<file path="src/rtl/rf_write_arbiter_if.sv">
// Register-file write port bundle: two writeback requesters in, one register-file
// write port and the clear-in-progress flag out.
interface rf_write_arbiter_if #(
   parameter int DATA_W = 32,
   parameter int ADDR_W = 5
);
   logic              req0_valid;
   logic [ADDR_W-1:0] req0_addr;
   logic [DATA_W-1:0] req0_data;
   logic              req0_ready;
   logic              req1_valid;
   logic [ADDR_W-1:0] req1_addr;
   logic [DATA_W-1:0] req1_data;
   logic              req1_ready;
   logic              RegWrite;
   logic [ADDR_W-1:0] waddr;
   logic [DATA_W-1:0] wdata;
   logic              busy;

   modport master (
      output req0_valid, req0_addr, req0_data,
      output req1_valid, req1_addr, req1_data,
      input  req0_ready, req1_ready,
      input  RegWrite, waddr, wdata, busy
   );

   modport slave (
      input  req0_valid, req0_addr, req0_data,
      input  req1_valid, req1_addr, req1_data,
      output req0_ready, req1_ready,
      output RegWrite, waddr, wdata, busy
   );
endinterface

</file>
<file path="src/rtl/rf_write_arbiter.sv">
// Round-robin arbiter merging ALU and load writebacks onto one register-file write port.
// Define RF_CLEAR_ON_RESET_EN to zero registers 1..2**ADDR_W-1 after every reset.
module rf_write_arbiter #(
   parameter int DATA_W = 32,
   parameter int ADDR_W = 5
) (
   input logic              clk,
   input logic              rst,
   rf_write_arbiter_if.slave bus
);
   localparam logic [ADDR_W-1:0] ADDR_ONE = {{(ADDR_W-1){1'b0}}, 1'b1};

   logic              in_clear;
   logic [ADDR_W-1:0] clr_addr;

`ifdef RF_CLEAR_ON_RESET_EN
   typedef enum logic {ST_CLEAR, ST_RUN} state_t;

   state_t            state_reg, state_next;
   logic [ADDR_W-1:0] clr_cnt_reg, clr_cnt_next;

   always_ff @(posedge clk or posedge rst) begin
      if (rst) begin
         state_reg   <= ST_CLEAR;
         clr_cnt_reg <= ADDR_ONE;
      end else begin
         state_reg   <= state_next;
         clr_cnt_reg <= clr_cnt_next;
      end
   end

   always_comb begin
      state_next   = state_reg;
      clr_cnt_next = clr_cnt_reg;
      if (state_reg == ST_CLEAR) begin
         clr_cnt_next = clr_cnt_reg + ADDR_ONE;
         if (&clr_cnt_reg) begin
            state_next = ST_RUN;
         end
      end
   end

   assign in_clear = (state_reg == ST_CLEAR);
   assign clr_addr = clr_cnt_reg;
`else
   assign in_clear = 1'b0;
   assign clr_addr = '0;
`endif

   // last_grant_reg = 1 means requester 1 won the most recent transfer
   logic              last_grant_reg, last_grant_next;
   logic              wr_en_reg, wr_en_next;
   logic [ADDR_W-1:0] waddr_reg, waddr_next;
   logic [DATA_W-1:0] wdata_reg, wdata_next;
   logic              run_ok, grant1, ready0, ready1, accept, clearing;
   logic [ADDR_W-1:0] sel_addr;
   logic [DATA_W-1:0] sel_data;

   always_comb begin
      run_ok          = !rst && !in_clear;
      grant1          = bus.req1_valid && (!bus.req0_valid || !last_grant_reg);
      ready0          = run_ok && bus.req0_valid && !grant1;
      ready1          = run_ok && grant1;
      accept          = ready0 || ready1;
      sel_addr        = grant1 ? bus.req1_addr : bus.req0_addr;
      sel_data        = grant1 ? bus.req1_data : bus.req0_data;
      last_grant_next = accept ? grant1 : last_grant_reg;
      // x0 is hardwired: the transfer completes but nothing is written
      wr_en_next      = accept && (sel_addr != '0);
      waddr_next      = accept ? sel_addr : waddr_reg;
      wdata_next      = accept ? sel_data : wdata_reg;
   end

   always_ff @(posedge clk or posedge rst) begin
      if (rst) begin
         last_grant_reg <= 1'b1;
         wr_en_reg      <= 1'b0;
         waddr_reg      <= '0;
         wdata_reg      <= '0;
      end else begin
         last_grant_reg <= last_grant_next;
         wr_en_reg      <= wr_en_next;
         waddr_reg      <= waddr_next;
         wdata_reg      <= wdata_next;
      end
   end

   // Clear writes are driven straight from the counter so they line up with busy
   assign clearing       = in_clear && !rst;
   assign bus.req0_ready = ready0;
   assign bus.req1_ready = ready1;
   assign bus.RegWrite   = clearing ? 1'b1 : wr_en_reg;
   assign bus.waddr      = clearing ? clr_addr : waddr_reg;
   assign bus.wdata      = clearing ? '0 : wdata_reg;
   assign bus.busy       = in_clear;
endmodule

</file>
<file path="src/flat_wrapper.sv">
// flat-port wrapper written by rule: the top's interface ports become plain ports
module rf_write_arbiter_flat 
#(
   parameter int DATA_W = 32,
   parameter int ADDR_W = 5
)
  (clk, rst, bus_req0_valid, bus_req0_addr, bus_req0_data, bus_req1_valid, bus_req1_addr, bus_req1_data, bus_req0_ready, bus_req1_ready, bus_RegWrite, bus_waddr, bus_wdata, bus_busy);
  rf_write_arbiter_if #(.DATA_W(DATA_W), .ADDR_W(ADDR_W)) bus_i ();
  input logic clk;
  input logic rst;
  input wire logic [$bits(bus_i.req0_valid)-1:0] bus_req0_valid;
  input wire logic [$bits(bus_i.req0_addr)-1:0] bus_req0_addr;
  input wire logic [$bits(bus_i.req0_data)-1:0] bus_req0_data;
  input wire logic [$bits(bus_i.req1_valid)-1:0] bus_req1_valid;
  input wire logic [$bits(bus_i.req1_addr)-1:0] bus_req1_addr;
  input wire logic [$bits(bus_i.req1_data)-1:0] bus_req1_data;
  output wire logic [$bits(bus_i.req0_ready)-1:0] bus_req0_ready;
  output wire logic [$bits(bus_i.req1_ready)-1:0] bus_req1_ready;
  output wire logic [$bits(bus_i.RegWrite)-1:0] bus_RegWrite;
  output wire logic [$bits(bus_i.waddr)-1:0] bus_waddr;
  output wire logic [$bits(bus_i.wdata)-1:0] bus_wdata;
  output wire logic [$bits(bus_i.busy)-1:0] bus_busy;
  assign bus_i.req0_valid = bus_req0_valid;
  assign bus_i.req0_addr = bus_req0_addr;
  assign bus_i.req0_data = bus_req0_data;
  assign bus_i.req1_valid = bus_req1_valid;
  assign bus_i.req1_addr = bus_req1_addr;
  assign bus_i.req1_data = bus_req1_data;
  assign bus_req0_ready = bus_i.req0_ready;
  assign bus_req1_ready = bus_i.req1_ready;
  assign bus_RegWrite = bus_i.RegWrite;
  assign bus_waddr = bus_i.waddr;
  assign bus_wdata = bus_i.wdata;
  assign bus_busy = bus_i.busy;
  rf_write_arbiter #(.DATA_W(DATA_W), .ADDR_W(ADDR_W)) u_core (.clk(clk), .rst(rst), .bus(bus_i));
endmodule
</file>
<file path="config.mk">
export PLATFORM = sky130hd
export DESIGN_NAME = rf_write_arbiter_flat
export DESIGN_NICKNAME = d
export VERILOG_FILES = /design/src/rtl/rf_write_arbiter_if.sv /design/src/rtl/rf_write_arbiter.sv /design/src/flat_wrapper.sv
export SDC_FILE = /design/constraint.sdc
export NUM_CORES = 1
export LEC_CHECK = 0
export ABC_AREA = 1
export ABC_CLOCK_PERIOD_IN_PS = 4000
export BUFFER_PORTS_ARGS = -buffer_cell sky130_fd_sc_hd__buf_2
export CAP_MARGIN = 30
export CORE_ASPECT_RATIO = 1.2
export CORE_UTILIZATION = 43
export CTS_CLUSTER_DIAMETER = 60
export DETAILED_ROUTE_END_ITERATION = 8
export GPL_TIMING_DRIVEN = 0
export MAX_ROUTING_LAYER = met4
export PLACE_DENSITY = 0.83
export SETUP_SLACK_MARGIN = 0.5
export SLEW_MARGIN = 20
export SYNTH_ARGS = -nofsm -noshare
export SYNTH_HDL_FRONTEND = slang
export SYNTH_SLANG_ARGS = --single-unit
</file>
<file path="constraint.sdc">
create_clock -name clk -period 4 [get_ports clk]
set_input_delay 0.6 -clock clk [delete_from_list [all_inputs] [get_ports clk]]
set_output_delay 0.6 -clock clk [all_outputs]
set_load 0.05 [all_outputs]
</file>
; Word-level counts from Yosys, hierarchy flattened
; Index checks and enable logic that the tools add are counted.
[totals]
wordCells = 18
inputBits = 78
register_bits = 39
[classes]
reduce_logical = 12
n_mux = 2
[op_table]
columns = op, n
row1 = two-way mux 32 bit, 1
row2 = logical AND 1 bit, 5
row3 = two-way mux 5 bit, 1
row4 = nonzero test 5 bit, 1
row5 = zero test 1 bit, 4
row6 = logical OR 1 bit, 2

; Depth between registers and ports, before layout
; Gate-level depths: netlist (run 1).
[depth]
ltp_word = 7
mapped_depth = 9
ltp_nobuf = 8

; Worst setup path after synthesis (run 1)
; OpenSTA, ideal clock, no wires.
[synth_path]
kind = in2out
from = input rst
to = output bus_req0_ready
path_buffers = 0
setup_slack_ns = 0.915
stages = 3
arrival_ns = 2.485
required_time_ns = 3.400
path_cell_list = inv_1 nand2_1 nor2_1
[synth_between]
elab_chain_len = 3
[synth_lines]
columns = item, line_no
row1 = "start, declared", flat_wrapper.sv:10  ; input logic rst;
row2 = zero test 1 bit, -
row3 = logical AND 1 bit (2 in series), rf_write_arbiter.sv:62  ; ready0 = run_ok && bus.req0_valid && !grant1;
row4 = "end, declared", flat_wrapper.sv:17  ; output wire logic [$bits(bus_i.req0_ready)-1:0] bus_req0_ready;
; No other way between the ends.

; Worst setup path after layout (run 1)
; Ends and elaborated chain as after synthesis.

==> results.ini, run 1 <==
[global_route]
grt_pass1_vias=1945
grt_max_degree=22
antenna_found_initial=0
grt-ovfl-total=0
grt_pass1_wl_um=8420
grt_usage_pct=22.8

[synth]
yosys_warnings=0
yosysMostFrequentCell=nand2_1
netlist_top_cells_area=dfrtp_1 (47%), nand2_1 (15%), o211ai_1 (9.3%), or2_2 (6.8%), o211ai_2 (4.3%)
synth_enable_flop_cells=0
synth.top_cell.area_share_pct=47.0
ys_top_cells_by_count=nand2_1 (81), dfrtp_1 (38), o211ai_1 (25)
synth_cells=229
synth_largest_area_cell=dfrtp_1
mappedNetlistArea_um2=2020
synth_seq_area_share_pct=48.3
postSynthAreaPerCell_um2=8.83
ys_types=23
postSynthNetCount=307
synth-seq-cells=39
synth_ff_type=dfrtp_1
postSynth.asyncResetShare_pct=100

[pwr]
p_leak_nw=1.54
ir_drop_mv=0.236
powerDensity_nw_per_um2=468
total_power_mw=1.31

[setup_path]
crit_required_ns=3.40
crit_type=input pin to primary output
r2r_setup_slack_ns=2.52
r2r_start=u_core.last_grant_reg$_DFFE_PP1P_
worstPathArrival_ns=1.83
reg2reg_to=u_core.bus.wdata[7]$_DFFE_PP0P_
cp-start-kind=input pin
cp-end-kind=primary output
ff2ff_path_depth=9
critPathMaxFanout=21

[worst_hold_path]
hold_path.class=input pin to asynchronous set/reset pin

[detailed_routing]
wl_um=5170
via_per_inst=4.84
drt_pre_antenna_iters=4
ant_nets=0
drc=0
num_vias=1990
drtIter0Drc=95
wire_per_inst_um=12.6

[cts]
post_cts_buffers=0
clk_latency_ns=0.29
clkTransAtPathRegs_ns=0.07
cts_resized=0
htreeDepth=2
cts_tree=done
cts_buffers=5
cts-root-buf=clkbuf_8
cts.sinks=39
clock_path_buffers=2
cts_hold_buf=0

[run]
maxCapViolations=0

[sta]
fin_worst_skew_ns=0.00775
hold_viol=0
fin_setup_tns_ns=0
finalSetupViolCount=0
fin_crit_sh_pct=60.7
fmax_mhz=412
drv_slew=0
post-route-min-period_ns=2.43
rsz0062_at_grt=no

[floorplanning]
fp-row-count=26
die_y_um=77.1
core-area_um2=4390
initial_core_util_pct=46.1
dieArea_um2=4980
io_pins=119
die_w_um=64.6

[layout]
n_antenna_cell=0
largest_reg_flops=32
drive_gt1_share_pct=49.3
fillers=428
nets=432
area_delta_synth_final_pct=38.3

[placement]
dp_hpwl_um=3920
portBuffers=117
gp_congestion=0.840

[status]
status=completed

worst max-delay path, stage by stage:
cell and delay [ns]:
buf_2 0.10, inv_2 0.36, buf_16 0.22, nand2_1 0.13
nor2_1 0.14, buf_2 0.27
metrics by stage:
stage	hold slack (ns)	setup WS (ns)	cell area, um^2	cells	util, %
after floorplan	0.455	0.915	2020	229	-
after global placement	0.457	0.733	2680	402	61.0
after detailed placement	0.464	1.51	2710	403	61.6
after CTS	0.350	1.50	2800	411	63.7
after global routing	0.359	1.38	2800	411	63.7
final	0.335	1.57	2800	411	63.7
cell families after synthesis:
group                  count (synthesis)  synth area share (%)
AO/OA/AOI/OAI                         39                  15.3
buffers and inverters                 26                  7.85
flip-flops                            39                  48.3
other                                  1                 0.185
AND/OR/NAND/NOR                      124                  28.3
per-layer routing:
metal / share of wire, % / track usage [%]
met5: 0 / -
met4: 1.3 / 8.67
met3: 5.2 / 3.57
met2: 53 / 41.5
met1: 40 / 24.2
cells in the final DEF (no fill, tap or decap), types with 3 or more instances in the layout:
master,n
clkbuf_8,6
or2_2,22
buf_4,6
inv_1,8
or2_0,8
nand3_1,3
buf_2,119
clkbuf_1,3
buf_6,4
o21ai_1,6
dfrtp_1,38
o211ai_2,7
nand2_1,81
nor2_1,3
o211ai_1,25
layout make-up:
| cell class | count | area (um^2) | area share (%) |
|---|---|---|---|
| multi-input cells | 164 | 887 | 31.7 |
| inverters | 11 | 46.3 | 1.65 |
| well taps | 56 | 70.1 | 2.50 |
| clock inverters | 1 | 5.00 | 0.179 |
| plain buffers | 15 | 113 | 4.03 |
| repair buffers | 118 | 613 | 21.9 |
| flip-flops and latches | 39 | 977 | 34.9 |
| clock buffers | 7 | 86.3 | 3.09 |
how the worst max path moves through the flow:
stage                     from              to  slack, ns  cells past startpoint
after floorplan            rst  bus_req0_ready       0.92                      3
after global placement     rst  bus_req0_ready       0.73                      5
after detailed placement   rst  bus_req0_ready       1.51                      6
after CTS                  rst  bus_req0_ready       1.50                      6
after global routing       rst  bus_req0_ready       1.38                      6
final                      rst  bus_req0_ready       1.57                      6
where the power goes:
part	switching (mW)	internal [mW]
Clock	0.129	0.139
Sequential	0.0359	0.464
Combinational	0.394	0.148
(Power assumes the default switching activity.)
==> inputs of run 2 (changes only) <==
--- a/config.mk
+++ b/config.mk
@@ -5,17 +5,17 @@
 export SDC_FILE = /design/constraint.sdc
 export NUM_CORES = 1
 export LEC_CHECK = 0
-export ABC_AREA = 1
-export ABC_CLOCK_PERIOD_IN_PS = 4000
+export ABC_AREA = 0
+export ABC_CLOCK_PERIOD_IN_PS = 1970
 export BUFFER_PORTS_ARGS = -buffer_cell sky130_fd_sc_hd__buf_2
 export CAP_MARGIN = 30
 export CORE_ASPECT_RATIO = 1.2
-export CORE_UTILIZATION = 43
+export CORE_UTILIZATION = 38
 export CTS_CLUSTER_DIAMETER = 60
 export DETAILED_ROUTE_END_ITERATION = 8
 export GPL_TIMING_DRIVEN = 0
 export MAX_ROUTING_LAYER = met4
-export PLACE_DENSITY = 0.83
+export PLACE_DENSITY = 0.79
 export SETUP_SLACK_MARGIN = 0.5
 export SLEW_MARGIN = 20
 export SYNTH_ARGS = -nofsm -noshare
==> constraint.sdc (replaced) <==
create_clock -name clk -period 1.97 [get_ports clk]
set_input_delay 0.2955 -clock clk [delete_from_list [all_inputs] [get_ports clk]]
set_output_delay 0.2955 -clock clk [all_outputs]
set_load 0.05 [all_outputs]
==> results.ini, run 2 <==
[sta]
fin_setup_tns_ns=0  ; unchanged
fin_worst_skew_ns=0.00123  ; -0.00652 ns
hold_viol=0  ; unchanged
worstMarginPinSlew_ns=0.978
fmax_mhz=625
rsz0062_at_grt=yes
drv_slew=0  ; unchanged
post-route-min-period_ns=1.60
fin_crit_sh_pct=81.3
relSlewSlack_pct=34.4
finalSetupViolCount=0  ; unchanged

[synth]
synth_enable_flop_cells=0  ; unchanged
postSynth.asyncResetShare_pct=100  ; unchanged
yosysMostFrequentCell=a21oi_1
postSynthNetCount=297  ; -3.3%
synth_ff_type=dfrtp_1
ys_top_cells_by_count=a21oi_1 (55), nor2_1 (39), dfrtp_1 (38)
synth.top_cell.area_share_pct=49.6  ; +2.6 points
synth_seq_area_share_pct=51.0  ; +2.7 points
ys_types=20  ; -13%
yosys_warnings=0  ; unchanged
mappedNetlistArea_um2=1920  ; -5.3%
postSynthAreaPerCell_um2=8.75  ; -1.0%
synth_largest_area_cell=dfrtp_1
synth-seq-cells=39  ; unchanged
netlist_top_cells_area=dfrtp_1 (50%), a21oi_1 (14%), a21oi_2 (9.1%), nor2_1 (7.6%), nand2_1 (7.3%)
synth_cells=219  ; -4.4%

[floorplanning]
initial_core_util_pct=40.5  ; -5.6 points
fp-row-count=27  ; +3.8%
core-area_um2=4730  ; +7.7%
die_w_um=66.8  ; +3.4%
io_pins=119  ; unchanged
dieArea_um2=5330  ; +6.9%
die_y_um=79.8  ; +3.4%

[placement]
dp_hpwl_um=3750  ; -4.3%
gp_congestion=0.813  ; -3.2%
portBuffers=117  ; unchanged

[detailed_routing]
drt_pre_antenna_iters=4  ; unchanged
drtIter0Drc=88  ; -7.4%
wl_um=5550  ; +7.3%
wire_per_inst_um=13.5  ; +7.3%
num_vias=2003  ; +0.65%
via_per_inst=4.87  ; +0.65%
drc=0  ; unchanged
ant_nets=0  ; unchanged

[pwr]
ir_drop_mv=0.469  ; +99%
p_leak_nw=1.44  ; -6.5%
powerDensity_nw_per_um2=900  ; +92%

[cts]
cts_hold_buf=0  ; unchanged
cts.sinks=39  ; unchanged
clkTransAtPathRegs_ns=0.07  ; about the same
cts_buffers=5  ; unchanged
cts-root-buf=clkbuf_8
cts_tree=done
htreeDepth=2  ; unchanged
clock_path_buffers=2  ; unchanged
clk_latency_ns=0.28  ; about the same

[global_route]
grt_pass1_vias=1823  ; -6.3%
grt-ovfl-total=0  ; unchanged
grt_usage_pct=20.7  ; -2.1 points
grt_pass1_wl_um=8080  ; -4.0%
grt_max_degree=42  ; +91%
antenna_found_initial=0  ; unchanged

[setup_path]
worstPathArrival_ns=1.31  ; -0.52 ns
cp-start-kind=register
cp-end-kind=primary output
critPathMaxFanout=3  ; -86%
crit_required_ns=1.67  ; -1.73 ns
crit_type=register to primary output

[layout]
n_antenna_cell=0  ; unchanged
largest_reg_flops=32  ; unchanged
most-common-layout-cells=buf_2 (120), a21oi_1 (55), dfrtp_1 (38), nand2_1 (37), nor2_1 (37)
area_delta_synth_final_pct=53.6
drive_gt1_share_pct=50.1  ; +0.85 points
fillers=451  ; +5.4%
final_common_cell=buf_2
final_util_pct=62.2  ; -1.5 points
nets=430  ; -0.46%

[status]
status=completed

[worst_hold_path]
hold_path.class=input pin to asynchronous set/reset pin

[run]
maxCapViolations=0  ; unchanged

==> run 2: power by group <==
part / leakage, nW / internal (mW) / switching [mW]
sequential: 0.438 / 0.923 / 0.0672
combinational: 0.952 / 0.336 / 0.746
clock: 0.0515 / 0.319 / 0.254
==> run 2: metrics by stage <==
stage	instance area (um^2)	power, mW	cells	hold WS (ns)	worst slack (ns)
2_1_floorplan	1930	1.71	219	0.276	0.462
3_3_place_gp	2590	1.97	394	0.501	0.227
3_5_place_dp	2590	1.99	394	0.510	0.195
4_1_cts	2770	2.60	407	0.234	0.369
5_1_grt	2940	2.78	411	0.115	0.338
6_report	2940	2.65	411	0.0878	0.369
==> run 2: final cells by class <==
class	count	area, um^2	share of cell area (%)
Buffer	17	156	5.32
Clock buffer	8	100	3.40
Inverter	1	7.51	0.255
Multi-Input combinational cell	162	922	31.3
Sequential cell	39	977	33.2
Tap cell	58	72.6	2.47
Timing Repair Buffer	125	701	23.8
Timing Repair inverter	1	5.00	0.170
==> run 2: kinds of logic (layout without fill, tap and decap cells) <==
| logic type | count (synthesis) | in the layout | synth area share, % |
|---|---|---|---|
| simple gates | 81 | 81 | 16.5 |
| compound gates | 80 | 80 | 26.1 |
| buf+inv | 18 | 152 | 6.27 |
| other cells | 1 | 1 | 0.196 |
| flops | 39 | 39 | 51.0 |
==> run 2: worst paths after layout <==
| check | from | end | slack (ns) | depth (start not counted) |
|---|---|---|---|---|
| setup / recovery | u_core.last_grant_reg$_DFFE_PP1P_ | bus_req0_ready | 0.37 | 4 |
| max in group asynchronous | rst | u_core.bus.wdata[17]$_DFFE_PP0P_ | 1.25 | 2 |
| setup reg to reg | u_core.last_grant_reg$_DFFE_PP1P_ | u_core.bus.wdata[20]$_DFFE_PP0P_ | 0.46 | 7 |
| min in group clk | bus_req0_data[8] | u_core.bus.wdata[8]$_DFFE_PP0P_ | 0.24 | 3 |
| hold reg to reg | u_core.bus.wdata[18]$_DFFE_PP0P_ | u_core.bus.wdata[18]$_DFFE_PP0P_ | 0.53 | 2 |
| hold / removal | rst | u_core.bus.wdata[31]$_DFFE_PP0P_ | 0.09 | 2 |
==> run 2: per-layer routing <==
layer / GRT usage [%] / up-vias / wire [um]
met5: - / - / 0
met4: 6.81 / 0 / 74
met3: 4.29 / 10 / 358
met2: 34.7 / 92 / 2760
met1: 24.3 / 906 / 2350
li1: - / 995 / -
==> run 2: repair_timing <==
| item | in CTS | in global routing |
|---|---|---|
| cloned | 0 | 3 |
| pin swaps | 3 | 18 |
| gates resized for setup | 13 | 18 |
| endpoints found under the setup margin | 11 | 13 |
| setup buffers | 5 | 1 |
==> run 2: worst max-delay path: stages (launching register included) <==
cell      delay (ns)
dfstp_2         0.59
a21boi_4        0.07
buf_6           0.12
nor2_4          0.09
buf_8           0.15
==> inputs of run 3 (changes only) <==
--- a/config.mk
+++ b/config.mk
@@ -5,17 +5,17 @@
 export SDC_FILE = /design/constraint.sdc
 export NUM_CORES = 1
 export LEC_CHECK = 0
-export ABC_AREA = 0
-export ABC_CLOCK_PERIOD_IN_PS = 1970
+export ABC_AREA = 1
+export ABC_CLOCK_PERIOD_IN_PS = 1620
 export BUFFER_PORTS_ARGS = -buffer_cell sky130_fd_sc_hd__buf_2
 export CAP_MARGIN = 30
 export CORE_ASPECT_RATIO = 1.2
-export CORE_UTILIZATION = 38
+export CORE_UTILIZATION = 43
 export CTS_CLUSTER_DIAMETER = 60
 export DETAILED_ROUTE_END_ITERATION = 8
 export GPL_TIMING_DRIVEN = 0
 export MAX_ROUTING_LAYER = met4
-export PLACE_DENSITY = 0.79
+export PLACE_DENSITY = 0.83
 export SETUP_SLACK_MARGIN = 0.5
 export SLEW_MARGIN = 20
 export SYNTH_ARGS = -nofsm -noshare
==> constraint.sdc (replaced) <==
create_clock -name clk -period 1.62 [get_ports clk]
set_input_delay 0.243 -clock clk [delete_from_list [all_inputs] [get_ports clk]]
set_output_delay 0.243 -clock clk [all_outputs]
set_load 0.05 [all_outputs]
==> results.ini, run 3 (synthesized netlist as in run 1, its figures left out) <==
[placement]
gp_congestion=0.896  ; +10%
dp_hpwl_um=3730  ; -0.59%
postPlaceCellArea_um2=2700  ; +4.4%
portBuffers=117  ; unchanged
place_inst=402  ; +2.0%
place_ws_ns=-0.478  ; -0.673 ns

[detailed_routing]
ant_nets=0  ; unchanged
drc=0  ; unchanged
drtIter0Drc=54  ; -39%
num_vias=2110  ; +5.3%
wire_per_inst_um=14.5  ; +7.6%
drt_pre_antenna_iters=4  ; unchanged
wl_um=6240  ; +13%
via_per_inst=4.91  ; +0.69%

[layout]
fillers=303  ; -33%
multi_input_area_um2=952  ; +3.3%
finish.instance_area_um2=3370  ; +15%
largest_reg_flops=32  ; unchanged
most-common-layout-cells=buf_2 (78), nand2_1 (76), buf_6 (45), dfrtp_1 (38), o211ai_1 (25)
fin_cells=430  ; +4.6%
seqCellArea_um2=977  ; unchanged
nets=451  ; +4.9%
final_common_cell=buf_2
area_delta_synth_final_pct=66.5
n_antenna_cell=0  ; unchanged
drive_gt1_share_pct=53.7  ; +3.6 points

[floorplanning]
die_y_um=77.1  ; -3.3%
initial_core_util_pct=46.1  ; +5.6 points
io_pins=119  ; unchanged
fp-row-count=26  ; -3.7%
core-area_um2=4390  ; -7.1%
die_w_um=64.6  ; -3.3%
dieArea_um2=4980  ; -6.5%

[pwr]
ir_drop_mv=0.626  ; +34%
total_power_mw=3.61  ; +37%
p_leak_nw=1.76  ; +22%
powerDensity_nw_per_um2=1070  ; +19%

[cts]
cts.sinks=39  ; unchanged
clock_path_buffers=2  ; unchanged
htreeDepth=2  ; unchanged
clkTransAtPathRegs_ns=0.07  ; about the same
cts_tree=done
cts-root-buf=clkbuf_8
clk_latency_ns=0.28  ; about the same
cts_buffers=5  ; unchanged

[setup_path]
cpPeakStageDelay_ns=0.56  ; -0.03 ns
crit_required_ns=1.38  ; -0.29 ns
cp-start-kind=register
crit_type=register to primary output
crit_slowest_cell=dfstp_2
worstPathArrival_ns=1.38  ; +0.07 ns
cp-end-kind=primary output
worstPathCellList=nand2_4, nand2_4, inv_6, buf_8, nor2_4, buf_8
critPathMaxFanout=4  ; +1

[sta]
post-route-min-period_ns=1.63
worst_slack_ns=-0.00725  ; -0.376 ns
finalSetupViolCount=1  ; +1
fin_crit_sh_pct=100
rsz0062_at_grt=yes
fmax_mhz=615
drv_slew=0  ; unchanged
fin_worst_skew_ns=0.00248  ; +0.00125 ns
hold_viol=0  ; unchanged

[status]
status=finished, violations left
violations=negative setup slack

[global_route]
grt_usage_pct=25.4  ; +4.8 points
antenna_found_initial=0  ; unchanged
grt-ovfl-total=0  ; unchanged
grt_max_degree=22  ; -48%
grt_pass1_vias=2011  ; +10%
grt_pass1_wl_um=9280  ; +15%

[worst_hold_path]
hold_path.class=input pin to asynchronous set/reset pin

[run]
maxCapViolations=0  ; unchanged

run 3: changes by cell type in the layout (fill, tap and decap cells not counted), moves of 25 or more:
cell / previous run / this run
a21oi_1: 55 / 0
buf_2: 120 / 78
buf_6: 3 / 45
nand2_1: 37 / 76
nor2_1: 37 / 2
o211ai_1: 0 / 25
run 3: critical path: cells and delay by family (launching register included):
family | cells | cell delay (ns)
buf+inv | 3 | 0.31
flops | 1 | 0.56
simple gates | 3 | 0.23
run 3: what timing repair did:
action / CTS / global route
buffers inserted: 6 / 6
resized for setup: 66 / 58
hold buffers: 0 / 1
cloned: 3 / 3
pin swaps: 4 / 24
endpoints found under the setup margin: 78 / 78
endpoints found under the hold margin: 0 / 8
run 3: routing by layer:
metal,GRT usage [%],part of all wire [%]
met2,43.5,50
met5,-,0
met1,27.7,40
met4,11.3,4.5
met3,5.80,5.5
run 3: stage by stage:
step	utilization [%]	hold WS, ns	setup TNS (ns)
global placement	61.5	0.453	-17.11
detailed placement	61.5	0.458	-17.70
finish	76.7	0.00195	-0.00725
global route	76.7	0.00732	-0.106
CTS	69.5	0.00603	0
floorplan	-	0.238	-0.123
run 3: final timing paths:
check / startpoint / to / slack, ns / cells after the start
max in group asynchronous: rst / u_core.bus.wdata[31]$_DFFE_PP0P_ / 0.70 / 3
worst min-delay path: rst / u_core.bus.wdata[29]$_DFFE_PP0P_ / 0.002 / 2
min in group clk: bus_req0_data[26] / u_core.bus.wdata[26]$_DFFE_PP0P_ / 0.20 / 3
worst min register to register: u_core.bus.wdata[14]$_DFFE_PP0P_ / u_core.bus.wdata[14]$_DFFE_PP0P_ / 0.50 / 2
worst max-delay path: u_core.last_grant_reg$_DFFE_PP1P_ / bus_req0_ready / -0.007 / 6
worst max register to register: u_core.last_grant_reg$_DFFE_PP1P_ / u_core.bus.wdata[16]$_DFFE_PP0P_ / 0.06 / 9
run 3: layout make-up:
class	count	area share (%)
Buffer	15	5.24
Clock buffer	8	2.38
Inverter	11	1.63
Multi-Input combinational cell	164	28.3
Sequential cell	39	29.0
Tap cell	56	2.08
Timing Repair Buffer	135	31.1
Timing Repair inverter	2	0.297
run 3: power breakdown:
part           leakage (nW)  internal (mW)  switching, mW
sequential            0.470           1.15          0.133
combinational          1.25          0.688           1.04
clock                0.0395          0.305          0.300
total                  1.76           2.14           1.47
